===== config.mk =====
export PLATFORM = sky130hd
export DESIGN_NAME = rx_packet_ctrl
export DESIGN_NICKNAME = d
export VERILOG_FILES = /design/src/rtl/usb_rx_pkg.sv /design/src/rtl/rx_packet_ctrl_delay.sv /design/src/rtl/rx_packet_ctrl.sv
export SDC_FILE = /design/constraint.sdc
export NUM_CORES = 1
export LEC_CHECK = 0
export ABC_AREA = 1
export BUFFER_PORTS_ARGS = -buffer_cell sky130_fd_sc_hd__buf_2
export CORE_UTILIZATION = 57
export DETAILED_ROUTE_END_ITERATION = 12
export HOLD_SLACK_MARGIN = 0.12
export PLACE_DENSITY = 0.89
export SKIP_CTS_REPAIR_TIMING = 1
export SKIP_LAST_GASP = 1
export SYNTH_ARGS = -nofsm -noshare
export SYNTH_HDL_FRONTEND = slang
export SYNTH_SLANG_ARGS = --single-unit

===== constraint.sdc =====
create_clock -name clk -period 2.3 [get_ports clk]
set_input_delay 0.345 -clock clk [delete_from_list [all_inputs] [get_ports clk]]
set_output_delay 0.345 -clock clk [all_outputs]
set_load 0.01 [all_outputs]

===== src/rtl/usb_rx_pkg.sv =====
// Shared PID constants, packet-class encoding and receive FSM state encoding
// for the USB receive packet controller.
package usb_rx_pkg;

    localparam logic [7:0] PID_OUT   = 8'h1E;
    localparam logic [7:0] PID_IN    = 8'h96;
    localparam logic [7:0] PID_DATA0 = 8'h3C;
    localparam logic [7:0] PID_DATA1 = 8'hB4;
    localparam logic [7:0] PID_ACK   = 8'h2D;
    localparam logic [7:0] PID_NAK   = 8'hA5;
    localparam logic [7:0] PID_STALL = 8'hE1;

    typedef enum logic [2:0] {
        RX_ACK   = 3'b000,
        RX_OUT   = 3'b001,
        RX_IN    = 3'b010,
        RX_ERR   = 3'b011,
        RX_DATA  = 3'b100,
        RX_NAK   = 3'b101,
        RX_STALL = 3'b110
    } rx_class_t;

    typedef enum logic [2:0] {
        ST_IDLE     = 3'd0,
        ST_PID      = 3'd1,
        ST_TOKEN1   = 3'd2,
        ST_TOKEN2   = 3'd3,
        ST_TOK_EOP  = 3'd4,
        ST_HSK_EOP  = 3'd5,
        ST_DATA     = 3'd6,
        ST_ERR_WAIT = 3'd7
    } rx_state_t;

    // A PID byte carries its own check nibble: the upper half is the inverse of the lower.
    function automatic logic pid_check(input logic [7:0] pid);
        return (pid[7:4] == ~pid[3:0]);
    endfunction

endpackage


===== src/rtl/rx_packet_ctrl_delay.sv =====
// Two-entry byte delay line used to hold back the trailing CRC16 bytes of a
// DATA packet; out presents the oldest entry whenever the line is full.
module rx_byte_delay (
    input  logic       clk,
    input  logic       n_rst,
    input  logic       push,
    input  logic       flush,
    input  logic [7:0] din,
    output logic [7:0] out,
    output logic       out_valid,
    output logic [1:0] level
);

    logic [7:0] slot0_r;
    logic [7:0] slot1_r;
    logic [1:0] level_r;

    // Delay-line storage: fill oldest-first, then shift once full.
    always_ff @(posedge clk or negedge n_rst) begin
        if (!n_rst) begin
            slot0_r <= 8'h00;
            slot1_r <= 8'h00;
            level_r <= 2'd0;
        end else if (flush) begin
            slot0_r <= 8'h00;
            slot1_r <= 8'h00;
            level_r <= 2'd0;
        end else if (push) begin
            case (level_r)
                2'd0: begin
                    slot0_r <= din;
                    level_r <= 2'd1;
                end
                2'd1: begin
                    slot1_r <= din;
                    level_r <= 2'd2;
                end
                default: begin
                    slot0_r <= slot1_r;
                    slot1_r <= din;
                    level_r <= 2'd2;
                end
            endcase
        end
    end

    assign out       = slot0_r;
    assign out_valid = (level_r == 2'd2);
    assign level     = level_r;

endmodule


===== src/rtl/rx_packet_ctrl.sv =====
// USB receive packet controller: decodes the PID, tracks token/handshake/data
// packet framing and streams DATA payload bytes to the FIFO minus the CRC16.
module rx_packet_ctrl
    import usb_rx_pkg::*;
#(
    parameter  int MAX_PAYLOAD = 64,
    localparam int CNT_W       = $clog2(MAX_PAYLOAD + 1)
) (
    input  logic             clk,
    input  logic             n_rst,
    input  logic             sync_byte,
    input  logic             byte_valid,
    input  logic [7:0]       packet_in,
    input  logic             eop,
    input  logic             crc5_ok,
    input  logic             crc16_ok,
    output logic             crc_clear,
    output logic [2:0]       rx_packet,
    output logic [7:0]       rx_data,
    output logic             store_rx_data,
    output logic [CNT_W-1:0] rx_data_count,
    output logic             rx_done
);

    localparam logic [CNT_W-1:0] MAX_CNT = CNT_W'(MAX_PAYLOAD);

    rx_state_t        state_r, state_n;
    rx_class_t        pkt_r, pkt_n;
    logic [7:0]       data_r, data_n;
    logic [CNT_W-1:0] count_r, count_n;
    logic             clr_r, clr_n;
    logic             store_r, store_n;
    logic             done_r, done_n;
    logic             push_s;
    logic [1:0]       lvl_after_s;
    logic [7:0]       buf_out_s;
    logic             buf_full_s;
    logic [1:0]       buf_level_s;

    rx_byte_delay u_delay (
        .clk       (clk),
        .n_rst     (n_rst),
        .push      (push_s),
        .flush     (sync_byte),
        .din       (packet_in),
        .out       (buf_out_s),
        .out_valid (buf_full_s),
        .level     (buf_level_s)
    );

    // Next-state/output logic: the byte is applied first, then eop is judged on the result.
    always_comb begin
        state_n     = state_r;
        pkt_n       = pkt_r;
        data_n      = data_r;
        count_n     = count_r;
        clr_n       = 1'b0;
        store_n     = 1'b0;
        done_n      = 1'b0;
        push_s      = 1'b0;
        lvl_after_s = buf_level_s;
        if (sync_byte) begin
            state_n = ST_PID;
            pkt_n   = RX_ACK;
            count_n = '0;
            clr_n   = 1'b1;
        end else begin
            if (byte_valid) begin
                case (state_r)
                    ST_PID: begin
                        state_n = ST_ERR_WAIT;
                        pkt_n   = RX_ERR;
                        if (pid_check(packet_in)) begin
                            case (packet_in)
                                PID_DATA0, PID_DATA1: begin state_n = ST_DATA;    pkt_n = RX_DATA;  end
                                PID_OUT:              begin state_n = ST_TOKEN1;  pkt_n = RX_OUT;   end
                                PID_IN:               begin state_n = ST_TOKEN1;  pkt_n = RX_IN;    end
                                PID_ACK:              begin state_n = ST_HSK_EOP; pkt_n = RX_ACK;   end
                                PID_NAK:              begin state_n = ST_HSK_EOP; pkt_n = RX_NAK;   end
                                PID_STALL:            begin state_n = ST_HSK_EOP; pkt_n = RX_STALL; end
                                default:              begin state_n = ST_ERR_WAIT; pkt_n = RX_ERR;  end
                            endcase
                        end else begin
                            state_n = ST_ERR_WAIT;
                        end
                    end
                    ST_TOKEN1: state_n = ST_TOKEN2;
                    ST_TOKEN2: state_n = ST_TOK_EOP;
                    ST_TOK_EOP, ST_HSK_EOP: begin
                        state_n = ST_ERR_WAIT;
                        pkt_n   = RX_ERR;
                        done_n  = 1'b1;
                    end
                    ST_DATA: begin
                        if (buf_full_s && (count_r == MAX_CNT)) begin
                            state_n = ST_ERR_WAIT;
                            pkt_n   = RX_ERR;
                        end else begin
                            push_s      = 1'b1;
                            store_n     = buf_full_s;
                            data_n      = buf_full_s ? buf_out_s : data_r;
                            count_n     = buf_full_s ? (count_r + CNT_W'(1)) : count_r;
                            lvl_after_s = buf_full_s ? 2'd2 : (buf_level_s + 2'd1);
                        end
                    end
                    default: state_n = state_r;
                endcase
            end else begin
                state_n = state_r;
            end
            if (eop) begin
                case (state_n)
                    ST_PID, ST_TOKEN1, ST_TOKEN2: begin
                        pkt_n   = RX_ERR;
                        done_n  = 1'b1;
                        state_n = ST_IDLE;
                    end
                    ST_TOK_EOP: begin
                        pkt_n   = crc5_ok ? pkt_n : RX_ERR;
                        done_n  = 1'b1;
                        state_n = ST_IDLE;
                    end
                    ST_DATA: begin
                        pkt_n   = ((lvl_after_s == 2'd2) && crc16_ok) ? pkt_n : RX_ERR;
                        done_n  = 1'b1;
                        state_n = ST_IDLE;
                    end
                    ST_HSK_EOP, ST_ERR_WAIT: begin
                        done_n  = 1'b1;
                        state_n = ST_IDLE;
                    end
                    default: state_n = state_n;
                endcase
            end else begin
                done_n = done_n;
            end
        end
    end

    // State and registered outputs.
    always_ff @(posedge clk or negedge n_rst) begin
        if (!n_rst) begin
            state_r <= ST_IDLE;
            pkt_r   <= RX_ACK;
            data_r  <= 8'h00;
            count_r <= '0;
            clr_r   <= 1'b0;
            store_r <= 1'b0;
            done_r  <= 1'b0;
        end else begin
            state_r <= state_n;
            pkt_r   <= pkt_n;
            data_r  <= data_n;
            count_r <= count_n;
            clr_r   <= clr_n;
            store_r <= store_n;
            done_r  <= done_n;
        end
    end

    assign crc_clear     = clr_r;
    assign rx_packet     = pkt_r;
    assign rx_data       = data_r;
    assign store_rx_data = store_r;
    assign rx_data_count = count_r;
    assign rx_done       = done_r;

endmodule


==> metrics <==
Slew Limit Headroom 39.0%; Fmax 0.517 GHz; synth unique cells 27; Hold WS 0.176 ns; DRT Pass-1 Iters 4; metal2 WL 2.32 mm; worst reg2reg path depth 10; Logic pwr share 14.8%; switching share of total power 29.6%; DRC errors left 0; placed cell area 2590 sq um; worst min path class input pin to asynchronous set/reset pin; most frequent cells in the layout 93 x nand2_1, 50 x inv_1, 42 x dfrtp_1; grt ovf 0; TNS Setup 0 ns; initial antenna violation count 0; final hold violations 0; Sw Pwr 0.441 mW; number of setup violations in the final report 0; CP endpoint kind flip-flop; Worst path most repeated cell inv_1; total die area 4460 sq um; GRT Total Usage 24.2%; Layout area overhead 12.2%; final instance area 2690 sq um; critical-path cell list inv_1 -> ha_1 -> nand2_1 -> inv_1 -> nand4_1 -> inv_1 -> nor2_4 -> nor2_4 -> nor2_1 -> o22ai_1; Routed WL per cell 11.8 microns; DR vias approximately 2200; wire length on met3 between 150 and 200 microns; Worst-Margin Slew 0.914 ns; row count 23; Post-Syn Nets 337; clk slew on worst S/H paths approximately 0.09 ns; Clock Sinks 42; Metal-1 WL 2.20 mm; Pint 1.05 mW; Clk Latency, worst-skew pair slightly below 0.3 ns; top sig layer met4; count of pins over their slew limit 0; CTS tree yes; status complete, no violations; slowest CP cell dfrtp_1; share of layout cells above drive strength 1 17.7%; die height around 67 microns; synthesized netlist cell count around 320; worst-case clock buffer depth 2; CTS Buf Count 5; most common cell after layout, fill and taps aside nand2_1; Flop pwr share between 50% and 60%; CP Max Fanout 7; Worst Path Arrival around 2.1 ns; clock root buffer clkbuf_8; post-DP HPWL 3.64 mm; Initial Util 59.4%; Syn. warnings 0; Power Total 1.49 mW; antenna cells 0; H-tree Lvls 2; largest cells by area after synthesis dfrtp_1 44%, nand2_1 15%, inv_1 7.8%; pwr/cell area 556 nW/um^2; num ports 36; Max-cap violations 0; cell family with the largest share of critical-path delay simple AND/OR/NAND/NOR gates; sequential fraction of the synthesis area 43.9%; Antenna Violating Nets Remaining 0; Clock Power Share between 30 and 40%; Mapped Area 2390 sq um; Final period util 84.1%; average size of a mapped cell around 7.6 sq um; first-pass GRT wire length 8.21 mm; largest net degree at the start of global routing 43; die span in x 66.8 microns; RSZ-0062 raised after global routing no; slowest stage delay, CP 0.39 ns; IO Port Bufs 35; final-stage net count about 380; WP depth 10; startpoint types flip-flop; WL final around 4.8 mm; P_leak 1.47 nW; core box area about 4000 sq um; VDD IR max 0.000348 V; CP Class flip-flop to flip-flop; Yosys top cell by area dfrtp_1; Worst Path Buf+Inv 3; RD Place Congestion around 0.92; critical path required time ~2.5 ns; final setup margin 0.365 ns; initial DRC count ~220; Setup WS pre-CTS 0.416 ns; vias in the first global route 1949; Yosys top cell area share 43.9%; Final min period 1.93 ns; Via density roughly 5.3; synthesized flop and latch total 42; clk_skew between 0.006 and 0.007 ns
## through the flow
stage / cells / util [%]
floorplan: 317 / -
global placement: 398 / 64.4
detailed placement: 398 / 64.4
CTS: 406 / 66.7
global route: 406 / 66.7
finish: 406 / 66.7
## cell families (layout without fill, tap and decap cells)
kind of cell,after synthesis,after routing,share of synthesized area [%]
AND/OR/NAND/NOR,152,152,28.5
buffers and inverters,59,98,10.2
adder cells (fa/ha/maj),5,5,2.61
AO/OA/AOI/OAI,57,57,14.1
flip-flops,42,42,43.9
XOR/XNOR,2,2,0.732
## routing by layer
| layer | vias to the layer above | GRT usage (%) |
|---|---|---|
| met5 | - | 0 |
| met4 | 0 | 9.04 |
| met3 | 11 | 3.60 |
| met2 | 58 | 42.3 |
| met1 | 998 | 29.9 |
| li1 | 1083 | - |
## synth_stat cells, drive strengths merged
cell,count
inv,55
xor2,1
a22oi,3
o21ai,28
a21oi,14
nor2,33
dfrtp,42
xnor2,1
nor3,5
nand2,94
ha,5
nand4,3
nand3,17
o22ai,11
buf,4
o41ai,1
## layout make-up
class                      instances  area [sq um]
sequential                        42          1050
tap                               50          62.6
fill                             343          1340
clock buffer                       5          68.8
inverter                          55           206
multi-input combinational        216          1100
clock inverter                     3          23.8
timing repair buffer              35           175
## power by group through the flow
stage | Clock [mW] | Combinational, mW | Sequential, mW
6_report | 0.489 | 0.221 | 0.783
5_1_grt | 0.516 | 0.254 | 0.787
4_1_cts | 0.491 | 0.221 | 0.783
3_5_place_dp | 0 | 0.219 | 0.798
3_3_place_gp | 0 | 0.211 | 0.796
2_1_floorplan | 0 | 0.151 | 0.797
## worst paths after layout
check	start	to	slack, ns
worst min-delay path	n_rst	rx_data[5]	0.18
worst max register to register	rx_data_count[0]	u_delay.slot1_r[1]	0.37
worst min register to register	rx_data[3]	rx_data[3]	0.47
min in group clk	eop	state_r[2]	0.24
max in group asynchronous	n_rst	rx_packet[0]	1.55
worst max-delay path	rx_data_count[0]	u_delay.slot1_r[1]	0.37
## sequential cells by signal (all words and copies together) (netlist names)
name             cells
state_r              3
rx_packet            3
rx_data              8
store_rx_data        1
rx_done              1
u_delay.out          8
u_delay.slot1_r      8
u_delay.level        2
crc_clear            1
rx_data_count        7
(Power assumes the default switching activity.)
